`src/rtl/gpio_config_loader.sv`:
```
// GPIO configuration loader: after a start request, clears the pad control
// shift chain, shifts one configuration word per pad (pad NPADS-1 first,
// MSB first), then pulses the chain's parallel-load strobe.
module gpio_config_loader #(
  parameter int unsigned NPADS    = 19,
  parameter int unsigned CFG_BITS = 13,
  parameter int unsigned CLK_DIV  = 2,
  parameter int unsigned AW       = (NPADS > 1) ? $clog2(NPADS) : 1
) (
  input  logic                clock,
  input  logic                resetn,
  input  logic                start,
  output logic [AW-1:0]       cfg_addr,
  input  logic [CFG_BITS-1:0] cfg_data,
  output logic                busy,
  output logic                done,
  output logic                serial_clock,
  output logic                serial_data,
  output logic                serial_load,
  output logic                serial_resetn
);

  localparam int unsigned TW = (CLK_DIV > 1) ? $clog2(CLK_DIV) : 1;
  localparam int unsigned BW = (CFG_BITS > 1) ? $clog2(CFG_BITS) : 1;
  localparam logic [TW-1:0] TimerMax = TW'(CLK_DIV - 1);
  localparam logic [BW-1:0] BitMax   = BW'(CFG_BITS - 1);
  localparam logic [AW-1:0] PadMax   = AW'(NPADS - 1);

  typedef enum logic [2:0] {StIdle, StClr, StShift, StLoad, StFin} state_e;

  state_e              state_q, state_d;
  logic [TW-1:0]       timer_q, timer_d;
  logic                half_q, half_d;   // second half of the current two-phase slot
  logic [BW-1:0]       bit_q, bit_d;
  logic [AW-1:0]       pad_q, pad_d;
  logic [AW-1:0]       addr_q, addr_d;
  logic [CFG_BITS-1:0] shreg_q, shreg_d;
  logic                busy_q, busy_d;
  logic                done_q, done_d;
  logic                sclk_q, sclk_d;
  logic                sdat_q, sdat_d;
  logic                sload_q, sload_d;
  logic                srstn_q, srstn_d;

  logic                tick;
  logic [AW-1:0]       addr_dec;
  logic [CFG_BITS-1:0] shreg_shift;

  assign tick        = (timer_q == TimerMax);
  assign addr_dec    = (addr_q == '0) ? '0 : addr_q - 1'b1;
  assign shreg_shift = shreg_q << 1;

  // Next-state logic: sequence control, timer, counters and registered outputs
  always_comb begin
    state_d = state_q;
    timer_d = tick ? '0 : timer_q + 1'b1;
    half_d  = half_q;
    bit_d   = bit_q;
    pad_d   = pad_q;
    addr_d  = addr_q;
    shreg_d = shreg_q;
    busy_d  = busy_q;
    done_d  = 1'b0;
    sclk_d  = sclk_q;
    sdat_d  = sdat_q;
    sload_d = sload_q;
    srstn_d = 1'b1;

    unique case (state_q)
      StIdle: begin
        timer_d = '0;
        half_d  = 1'b0;
        addr_d  = PadMax;
        if (start) begin
          state_d = StClr;
          busy_d  = 1'b1;
          srstn_d = 1'b0;
        end
      end
      StClr: begin
        srstn_d = 1'b0;
        if (tick) begin
          half_d = ~half_q;
          if (half_q) begin
            // Leave the clear phase by presenting the MSB of the first word
            state_d = StShift;
            srstn_d = 1'b1;
            half_d  = 1'b0;
            pad_d   = PadMax;
            bit_d   = BitMax;
            shreg_d = cfg_data;
            sdat_d  = cfg_data[CFG_BITS-1];
            addr_d  = addr_dec;
          end
        end
      end
      StShift: begin
        if (tick) begin
          if (!half_q) begin
            half_d = 1'b1;
            sclk_d = 1'b1;
          end else begin
            half_d = 1'b0;
            sclk_d = 1'b0;
            if (bit_q != '0) begin
              bit_d   = bit_q - 1'b1;
              shreg_d = shreg_shift;
              sdat_d  = shreg_shift[CFG_BITS-1];
            end else if (pad_q != '0) begin
              pad_d   = pad_q - 1'b1;
              bit_d   = BitMax;
              shreg_d = cfg_data;
              sdat_d  = cfg_data[CFG_BITS-1];
              addr_d  = addr_dec;
            end else begin
              state_d = StLoad;
              sdat_d  = 1'b0;
              sload_d = 1'b1;
            end
          end
        end
      end
      StLoad: begin
        if (tick) begin
          half_d = ~half_q;
          if (!half_q) begin
            sload_d = 1'b0;
          end else begin
            state_d = StFin;
            half_d  = 1'b0;
            busy_d  = 1'b0;
            done_d  = 1'b1;
          end
        end
      end
      StFin: begin
        state_d = StIdle;
        addr_d  = PadMax;
      end
      default: state_d = StIdle;
    endcase
  end

  // State register; every output is taken straight from a flop
  always_ff @(posedge clock or negedge resetn) begin
    if (!resetn) begin
      state_q <= StIdle;
      timer_q <= '0;
      half_q  <= 1'b0;
      bit_q   <= '0;
      pad_q   <= '0;
      addr_q  <= PadMax;
      shreg_q <= '0;
      busy_q  <= 1'b0;
      done_q  <= 1'b0;
      sclk_q  <= 1'b0;
      sdat_q  <= 1'b0;
      sload_q <= 1'b0;
      srstn_q <= 1'b0;
    end else begin
      state_q <= state_d;
      timer_q <= timer_d;
      half_q  <= half_d;
      bit_q   <= bit_d;
      pad_q   <= pad_d;
      addr_q  <= addr_d;
      shreg_q <= shreg_d;
      busy_q  <= busy_d;
      done_q  <= done_d;
      sclk_q  <= sclk_d;
      sdat_q  <= sdat_d;
      sload_q <= sload_d;
      srstn_q <= srstn_d;
    end
  end

  assign cfg_addr      = addr_q;
  assign busy          = busy_q;
  assign done          = done_q;
  assign serial_clock  = sclk_q;
  assign serial_data   = sdat_q;
  assign serial_load   = sload_q;
  assign serial_resetn = srstn_q;

endmodule

```
`config.mk`:
```
export PLATFORM = sky130hd
export DESIGN_NAME = gpio_config_loader
export DESIGN_NICKNAME = d
export VERILOG_FILES = /design/src/rtl/gpio_config_loader.sv
export SDC_FILE = /design/constraint.sdc
export NUM_CORES = 1
export LEC_CHECK = 0
export ABC_AREA = 1
export BUFFER_PORTS_ARGS = -buffer_cell sky130_fd_sc_hd__buf_2
export CELL_PAD_IN_SITES_DETAIL_PLACEMENT = 0
export CELL_PAD_IN_SITES_GLOBAL_PLACEMENT = 1
export CORE_MARGIN = 2
export CORE_UTILIZATION = 46
export CTS_BUF_LIST = sky130_fd_sc_hd__clkbuf_4
export DETAILED_ROUTE_END_ITERATION = 8
export GPL_TIMING_DRIVEN = 0
export PLACE_DENSITY = 0.83
export SYNTH_ARGS = -nofsm -noshare
export SYNTH_HDL_FRONTEND = slang
export SYNTH_SLANG_ARGS = --single-unit
```
`constraint.sdc`:
```
create_clock -name clock -period 3.34 [get_ports clock]
set_clock_uncertainty 0.2 [all_clocks]
set_input_delay 0.501 -clock clock [delete_from_list [all_inputs] [get_ports clock]]
set_output_delay 0.501 -clock clock [all_outputs]
set_load 0.005 [all_outputs]
```
Yosys cells after proc, flatten, opt, wreduce, memory -nomap -nowiden
Cells that the tools add are included.
{"block": "totals", "register_bits": 37, "elab_cells": 124}
{"block": "classes", "n_addsub": 4, "n_eq_ne": 17, "n_mux": 69, "bitwise": 1, "reduce_logical": 20}
{"op": "2-to-1 mux 12 bit", "count": 6}
{"op": "2-to-1 mux 5 bit", "count": 13}
{"op": "2-to-1 mux 3 bit", "count": 9}
{"op": "2-to-1 mux 1 bit", "count": 25}
{"op": "2-to-1 mux 4 bit", "count": 6}
{"op": "case mux 12 bit (2 select lines)", "count": 1}
{"op": "!= test 2 bit (second input constant)", "count": 11}
{"op": "AND reduction 7 bit", "count": 3}
{"op": "case mux 5 bit (3 select lines)", "count": 1}
{"op": "case mux 3 bit (4 select lines)", "count": 1}
{"op": "case mux 5 bit (2 select lines)", "count": 1}
{"op": "subtractor 5 x 1 -> 5 bit (second input constant)", "count": 2}
{"op": "AND reduction 9 bit", "count": 1}
{"op": "case mux 1 bit (2 select lines)", "count": 4}
{"op": "case mux 4 bit (2 select lines)", "count": 1}
{"op": "equality test 3 x 2 -> 1 bit (second input constant)", "count": 2}
{"op": "AND reduction 6 bit", "count": 1}
{"op": "nonzero test 2 bit", "count": 3}
{"op": "nonzero test 3 bit", "count": 2}
{"op": "zero test 5 bit", "count": 1}
{"op": "AND reduction 5 bit", "count": 1}
{"op": "nonzero test 5 bit", "count": 1}
{"op": "AND reduction 4 bit", "count": 1}
{"op": "nonzero test 4 bit", "count": 1}
{"op": "other kinds (12)", "count": 13}

Depth between registers and ports, before layout
Gate-level depths: netlist (run 1).
{"block": "logic_depth", "depth_word": 7, "depth_mapped": 12}

Least setup slack after synthesis (run 1)
No wires, ideal clock.
{"block": "synth_path", "path_kind": "reg2reg", "start": "register bit_q[0]", "end": "register addr_q[2] (netlist: cfg_addr[2])", "t_arrival_ns": 1.432, "required_ns": 3.075, "slack_ns": 1.643, "stages_incl_launch_ff": 12, "synth_period_minus_slack_ns": 1.697, "cell_sequence": "dfrtp_1 -> inv_1 -> ha_1 -> inv_1 -> nor2_1 -> nand2_1 -> nand2_4 -> nand2_1 -> nor2_4 -> buf_6 -> nand3_1 -> nand2_1"}
{"block": "synth_between", "elab_chain_cells": 3}
{"element": "from (decl)", "line_no": "34", "rtl": "logic [BW-1:0] bit_q, bit_d;"}
{"element": "from (signal assigned)", "line_no": "164", "rtl": "bit_q <= bit_d;"}
{"element": "nonzero test 4 bit", "line_no": "105", "rtl": "if (bit_q != '0) begin"}
{"element": "!= test 2 bit (no line)"}
{"element": "AND reduction 7 bit (no line)"}
{"element": "to (signal assigned)", "line_no": "152", "rtl": "addr_q <= PadMax;"}
{"element": "to (signal assigned)", "line_no": "166", "rtl": "addr_q <= addr_d;"}
{"element": "to (decl)", "line_no": "36", "rtl": "logic [AW-1:0] addr_q, addr_d;"}
No other way between the ends.
A chain may end at the register's enable or synchronous reset.

Worst setup path after layout (run 1)
{"block": "layout_path", "start": "register bit_q[0]", "end": "register shreg_q[9]"}
{"block": "layout_between", "elab_chain_cells": 5, "word_cells_on_any_way": 7, "classes_between": "1 x eq/ne; 4 x mux; 2 x reduce/logical"}
{"element": "nonzero test 4 bit (*)", "line_no": "105"}
{"element": "2-to-1 mux 12 bit", "line_no": "105"}
{"element": "2-to-1 mux 12 bit", "line_no": "99", "rtl": "if (!half_q) begin"}
{"element": "2-to-1 mux 12 bit", "line_no": "98", "rtl": "if (tick) begin"}
{"element": "case mux 12 bit (2 select lines)", "line_no": "69", "rtl": "unique case (state_q)"}
{"element": "to (signal assigned)", "line_no": "167", "rtl": "shreg_q <= shreg_d;"}
{"element": "to (decl)", "line_no": "37", "rtl": "logic [CFG_BITS-1:0] shreg_q, shreg_d;"}
Every way passes the cells marked *; elsewhere a longest branch is shown, timed or not. The select of a mux whose other input is x is not followed.

==> results of run 1 <==
[worst max path at each step]
| stage | startpoint | to | slack, ns | depth (start not counted) |
|---|---|---|---|---|
| after floorplan | bit_q[0]$_DFFE_PN0P_ | cfg_addr[2]$_DFFE_PN0P_ | 1.64 | 11 |
| final | bit_q[0]$_DFFE_PN0P_ | shreg_q[9]$_DFFE_PN0P_ | 1.38 | 11 |
| after global placement | bit_q[0]$_DFFE_PN0P_ | shreg_q[4]$_DFFE_PN0P_ | 1.41 | 11 |
| after detailed placement | bit_q[0]$_DFFE_PN0P_ | shreg_q[2]$_DFFE_PN0P_ | 1.40 | 11 |
| after CTS | bit_q[0]$_DFFE_PN0P_ | shreg_q[9]$_DFFE_PN0P_ | 1.36 | 11 |
| after global routing | bit_q[0]$_DFFE_PN0P_ | shreg_q[7]$_DFFE_PN0P_ | 1.18 | 11 |
[layout make-up]
cell class	instances	area share [%]
Inverter	27	4.272
Clock inverter	2	0.4219
Clock buffer	6	1.899
Sequential cell	37	39.13
Tap cell	52	2.743
Timing Repair Buffer	26	5.485
Multi-Input combinational cell	225	43.62
Buffer	7	2.426
[metrics by stage]
| stage | cell area, um2 | util (%) |
|---|---|---|
| 2_1_floorplan | 2122 | - |
| 3_3_place_gp | 2317 | 52.49 |
| 3_5_place_dp | 2317 | 52.49 |
| 4_1_cts | 2372 | 53.74 |
| 5_1_grt | 2372 | 53.74 |
| 6_report | 2372 | 53.74 |
[worst max-delay path: stages (launching register included)]
cell	delay [ns]
dfrtp_1	0.40
inv_1	0.12
ha_1	0.16
inv_1	0.04
nor2_1	0.12
nand2_1	0.12
nand2_4	0.15
nand3_2	0.13
nand2_1	0.12
buf_4	0.19
nand2_1	0.08
nand2_1	0.06
[cell families after synthesis]
family	Yosys count
and+or+nand+nor	207
DFF	37
buffers and inverters	34
AOI/OAI and AO/OA	14
adders and majority gates	3
xor gates and xnor gates	1
[state kept, by name (all words and copies together), names as in the netlist]
name / count
half_q: 1
tick: 1
state_q: 3
busy: 1
serial_clock: 1
shreg_q: 12
pad_q: 5
serial_load: 1
bit_q: 4
done: 1
serial_data: 1
serial_resetn: 1
cfg_addr: 5
[layout by cell type, fill, tap and decap left out, drive strengths merged]
cell type,synthesis,final
nand2,137,137
or2,2,2
o2111ai,1,1
nand4,2,2
nand3b,1,1
a21oi,5,5
nor3,3,3
clkbuf,1,7
dfstp,2,2
nand3,33,33
o21ai,7,7
xnor2,1,1
dfrtp,35,35
inv,27,27
o21a,1,1
buf,6,32
nor3b,1,1
clkinv,0,2
ha,3,3
nor2,28,28
[routing by layer]
layer | global-route usage [%] | vias to the layer above | wire [um]
met5 | 0 | - | 0
met1 | 29.30 | 838 | 2385
li1 | - | 985 | -
met3 | 4.167 | 4 | 126
met4 | 5.031 | 0 | 40
met2 | 25.51 | 22 | 1961
[power breakdown]
| group | switching (mW) | internal [mW] | total, mW | leakage, nW |
|---|---|---|---|---|
| Sequential | 0.151 | 0.662 | 0.813 | 0.454 |
| Clock | 0.156 | 0.0885 | 0.244 | 0.0354 |
| Combinational | 0.861 | 0.499 | 1.36 | 0.833 |
| Total | 1.17 | 1.25 | 2.42 | 1.32 |
==> impl_metrics.env, run 1 <==
export IMPL_drt_wirelength_per_cell_um=11.82
export IMPL_path_clk_slew_ns=0.12
export IMPL_slew_violations=0
export IMPL_yosysTopAreaCell="dfrtp_1"
export IMPL_worstPathMaxFanout=10
export IMPL_clockBufferDepth=2
export IMPL_grt_pass1_wl_mm=7.583
export IMPL_die_y_um=71.92
export IMPL_required_ns=3.43
export IMPL_r2r_worst_path_cells=11
export IMPL_clock_fmax_mhz=510.2
export IMPL_setup_violations=0
export IMPL_n_antenna_cell=0
export IMPL_die_width_um=71.92
export IMPL_cts_sinks=37
export IMPL_placeableCoreArea_um2=4414
export IMPL_tns_ns=0
export IMPL_grt_max_degree=38
export IMPL_routed_wirelength_mm=4.514
export IMPL_dr_pass1_iters=4
export IMPL_grt_overflow=0
export IMPL_cp_data_arrival_time_ns=2.05
export IMPL_synth_warnings=0
export IMPL_num_rows=24
export IMPL_fin_ws_ns=1.380
export IMPL_tightest_slew_ns=0.8477
export IMPL_yosys_register_bits=37
export IMPL_yosys_top_cells_area="dfrtp_1 41%, nand2_1 23%, nand3_1 7.5%, inv_1 4.1%, nor2_1 4.1%"
export IMPL_grtUsageTotal_pct=18.59
export IMPL_cp_start_kind="flop"
export IMPL_period_needed_ns=1.960
export IMPL_synth_most_common_cell="nand2_1"
export IMPL_worstHoldPathType="primary input to asynchronous set/reset pin"
export IMPL_holdWs_ns=0.04781
export IMPL_netlist_top_cells_count="131 x nand2_1, 35 x dfrtp_1, 32 x nand3_1"
export IMPL_power_mw=2.417
export IMPL_post_cts_buffers=0
export IMPL_multiInputGateArea_um2=1035
export IMPL_synthesis_area_um2=2122
export IMPL_synthArstFlopShare_pct=100.0
export IMPL_critPathKind="flop to flop"
export IMPL_reg2reg_from="bit_q[0]$_DFFE_PN0P_"
export IMPL_syn_inst=296
export IMPL_io_pins=27
export IMPL_synth_xor_area_share_pct=0.4127
export IMPL_drive_gt1_share_pct=19.09
export IMPL_seq_area_um2=928.4
export IMPL_synthFlopType="dfrtp_1"
export IMPL_hold_viol=0
export IMPL_tritoncts="yes"
export IMPL_portBuffers=26
export IMPL_via_count=1849
export IMPL_place_ws_ns=1.400
export IMPL_synth_fa_ha_area_share_pct=1.769
export IMPL_start_util_pct=48.07
export IMPL_clkLatencyLatePin_ns=0.35
export IMPL_drtIter0Drc=93
export IMPL_hpwlAfterDp_mm=3.201
export IMPL_clockRootBuffer="clkbuf_4"
export IMPL_synth_seq_area_share_pct=43.75
export IMPL_grt_pass1_vias=1629
export IMPL_status="completed"
export IMPL_synth_top_family_by_area="simple AND/OR/NAND/NOR gates"
export IMPL_remaining_drc_errors=0
export IMPL_yosys_area_share_simple_pct=42.28
export IMPL_htree_levels=2
export IMPL_slew_headroom_pct=43.49
export IMPL_synth_avg_cell_area_um2=7.169
export IMPL_min_period_over_period_pct=58.68
export IMPL_timing_reg2reg_setup_slack_ns=1.38
export IMPL_fin_cells=382
export IMPL_cts_buffers=5
export IMPL_synth_compound_area_share_pct=4.304
export IMPL_cts_hold_buf=0
export IMPL_rsz0062_at_grt="false"
export IMPL_p_leak_nw=1.323
export IMPL_globalplace_congestion=0.8052
export IMPL_dp_cells=374
export IMPL_synthDistinctLibCells=29
export IMPL_detail_route_vias_per_cell=4.840
export IMPL_endpoint_kind="flop"
export IMPL_syn_num_nets=315
export IMPL_dieArea_um2=5172
export IMPL_area_delta_synth_final_pct=11.79
export IMPL_ant_nets=0
export IMPL_max_vdd_ir_drop_mv=0.3844
export IMPL_maxCapViolations=0
export IMPL_cts_resized=0
export IMPL_r2r_end="shreg_q[9]$_DFFE_PN0P_"
export IMPL_yosysTopAreaCellShare_pct=41.27
export IMPL_synth_area_mux_share_pct=0
export IMPL_cellPowerDensity_nw_per_um2=1019
export IMPL_synth_edf_count=0
export IMPL_fillCellCount=482
export IMPL_antenna_found_initial=0
export IMPL_nets=348
Power figures use the tool's default switching activity.
==> inputs of run 2 (changes only) <==
--- a/config.mk
+++ b/config.mk
@@ -10,11 +10,11 @@
 export CELL_PAD_IN_SITES_DETAIL_PLACEMENT = 0
 export CELL_PAD_IN_SITES_GLOBAL_PLACEMENT = 1
 export CORE_MARGIN = 2
-export CORE_UTILIZATION = 46
+export CORE_UTILIZATION = 39
 export CTS_BUF_LIST = sky130_fd_sc_hd__clkbuf_4
 export DETAILED_ROUTE_END_ITERATION = 8
 export GPL_TIMING_DRIVEN = 0
-export PLACE_DENSITY = 0.83
+export PLACE_DENSITY = 0.75
 export SYNTH_ARGS = -nofsm -noshare
 export SYNTH_HDL_FRONTEND = slang
 export SYNTH_SLANG_ARGS = --single-unit
==> constraint.sdc (replaced) <==
create_clock -name clock -period 1.7 [get_ports clock]
set_clock_uncertainty 0.2 [all_clocks]
set_input_delay 0.255 -clock clock [delete_from_list [all_inputs] [get_ports clock]]
set_output_delay 0.255 -clock clock [all_outputs]
set_load 0.005 [all_outputs]
==> run 2 against run 1 <==
  * The run now ends with setup timing left
  * Worst setup slack worse by 1.4 ns
  * Sequential power rose by 100%
  * Register-to-register slack got worse by 1.4 ns
  * Power up 140%
  * First-iteration DRC count shrank 1.1%
  * Worst hold slack got worse by 0.040 ns
  * Clock power increased by 82%
  * Final cell count is 10% higher
  * Cell area grew 19%
  * Clock-buffer cell count decreased by 1
==> impl_metrics.env, run 2 (synthesis results as in run 1) <==
export IMPL_holdWs_ns=0.007587
export IMPL_placeableCoreArea_um2=5172
export IMPL_area_delta_synth_final_pct=33.37
export IMPL_cp_start_kind="flop"
export IMPL_reg2reg_from="bit_q[1]$_DFFE_PN0P_"
export IMPL_path_clk_slew_ns=0.12
export IMPL_slew_violations=0
export IMPL_clkLatencyLatePin_ns=0.35
export IMPL_cts_buffers=5
export IMPL_place_area_um2=2340
export IMPL_portBuffers=26
export IMPL_clock_fmax_mhz=565.8
export IMPL_max_vdd_ir_drop_mv=1.048
export IMPL_dieArea_um2=6047
export IMPL_top_register="shreg_q"
export IMPL_status="finished, violations left"
export IMPL_tightest_slew_ns=0.8332
export IMPL_critPathKind="flop to flop"
export IMPL_design_area_um2=2830
export IMPL_grt_pass1_vias=1841
export IMPL_final_common_cell="nand2_1"
export IMPL_place_ws_ns=-0.2036
export IMPL_cts_sinks=37
export IMPL_endpoint_kind="flop"
export IMPL_grt_pass1_wl_mm=8.231
export IMPL_worstHoldPathType="primary input to flop"
export IMPL_grtUsageTotal_pct=16.87
export IMPL_min_from="cfg_data[1]"
export IMPL_setup_violations=27
export IMPL_rsz0062_at_grt="true"
export IMPL_detail_route_vias_per_cell=4.682
export IMPL_via_count=1976
export IMPL_num_rows=26
export IMPL_clockRootBuffer="clkbuf_4"
export IMPL_tritoncts="yes"
export IMPL_period_needed_ns=1.768
export IMPL_clockBufferDepth=2
export IMPL_antenna_found_initial=0
export IMPL_hpwlAfterDp_mm=3.205
export IMPL_required_ns=1.74
export IMPL_worstPathMaxFanout=6
export IMPL_maxCapViolations=0
export IMPL_hold_end="shreg_q[1]$_DFFE_PN0P_"
export IMPL_hold_viol=0
export IMPL_cp_data_arrival_time_ns=1.81
export IMPL_p_leak_nw=1.492
export IMPL_die_width_um=77.77
export IMPL_r2r_end="pad_q[1]$_DFFE_PN0P_"
export IMPL_fin_ws_ns=-0.06756
export IMPL_layout_common_cells="117 x nand2_1, 32 x dfrtp_1, 26 x buf_2"
export IMPL_globalplace_congestion=0.7878
export IMPL_min_period_over_period_pct=104.0
export IMPL_grt_max_degree=38
export IMPL_drtIter0Drc=92
export IMPL_start_util_pct=41.03
export IMPL_r2r_worst_path_cells=11
export IMPL_drt_wirelength_per_cell_um=11.94
export IMPL_io_pins=27
export IMPL_die_y_um=77.77
export IMPL_drive_gt1_share_pct=34.38
export IMPL_tns_ns=-0.8511
export IMPL_nets=370
export IMPL_violations="setup timing"
export IMPL_slew_headroom_pct=44.46
export IMPL_routed_wirelength_mm=5.040
export IMPL_largest_register_ffs=12
export IMPL_dr_pass1_iters=4
export IMPL_grt_overflow=0
export IMPL_cellPowerDensity_nw_per_um2=2057
export IMPL_timing_reg2reg_setup_slack_ns=-0.07
export IMPL_ant_nets=0
export IMPL_remaining_drc_errors=0
export IMPL_htree_levels=2
export IMPL_n_antenna_cell=0
export IMPL_hold_depth=5
-- run 2: changes by cell type in the layout (fill, tap and decap cells not counted), sizes merged --
| cell | before | now |
|---|---|---|
| buf | 32 | 51 |
| clkinv | 2 | 3 |
| dlygate4sd3 | 0 | 2 |
-- run 2: what timing repair did --
action,in CTS,in global routing
hold buffers,2,0
cloned,1,2
pin swaps,8,29
endpoints found under the setup margin,30,31
endpoints found under the hold margin,36,0
resized for setup,25,48
setup buffers,8,9
-- run 2: final cells by class --
cell class,instances,area (um2)
repair buffers,48,341.6
inverters,27,106.4
plain buffers,7,80.08
well taps,70,87.58
fillers,514,2342
clock buffers,5,37.54
multi-input cells,225,1232
flip-flops and latches,37,932.1
clock inverters,3,12.51
-- run 2: routing by layer --
metal / part of all wire [%] / GRT usage [%] / routed length [um]
met3: 2.7 / 3.488 / 135
met5: 0 / 0 / 0
met4: 2.0 / 6.607 / 103
met2: 47 / 26.81 / 2344
met1: 49 / 22.47 / 2457
-- run 2: worst max-delay path, cell delays in order (launching register included) --
cell     delay, ns
dfrtp_1       0.42
inv_2         0.08
ha_4          0.14
inv_4         0.04
nor2_4        0.10
nand2_4       0.08
nand2_8       0.11
nand2_4       0.06
nor2_4        0.17
nand2_2       0.13
nand2_1       0.08
nand2_1       0.05
-- run 2: power by group --
part / switching (mW) / total [mW] / internal (mW) / leakage (nW)
Sequential: 0.345 / 1.65 / 1.31 / 0.450
Clock: 0.294 / 0.444 / 0.150 / 0.0300
Combinational: 2.10 / 3.73 / 1.62 / 1.01
-- run 2: per-stage QoR --
step,power (mW),utilization (%),instances
3_5_place_dp,4.304,45.23,392
2_1_floorplan,3.649,-,296
3_3_place_gp,4.290,45.23,392
4_1_cts,5.173,49.69,411
6_report,5.822,54.72,422
5_1_grt,6.393,54.72,422
-- run 2: worst max-delay path by stage --
stage	start	end	slack [ns]	cells past startpoint
2_1_floorplan	bit_q[0]$_DFFE_PN0P_	cfg_addr[2]$_DFFE_PN0P_	0.003	11
5_1_grt	state_q[0]$_DFFE_PN0P_	shreg_q[10]$_DFFE_PN0P_	-0.15	10
3_3_place_gp	bit_q[0]$_DFFE_PN0P_	shreg_q[1]$_DFFE_PN0P_	-0.20	11
3_5_place_dp	bit_q[0]$_DFFE_PN0P_	cfg_addr[2]$_DFFE_PN0P_	-0.20	11
6_report	bit_q[1]$_DFFE_PN0P_	pad_q[1]$_DFFE_PN0P_	-0.07	11
4_1_cts	bit_q[0]$_DFFE_PN0P_	cfg_addr[4]$_DFFE_PN1P_	-0.11	11
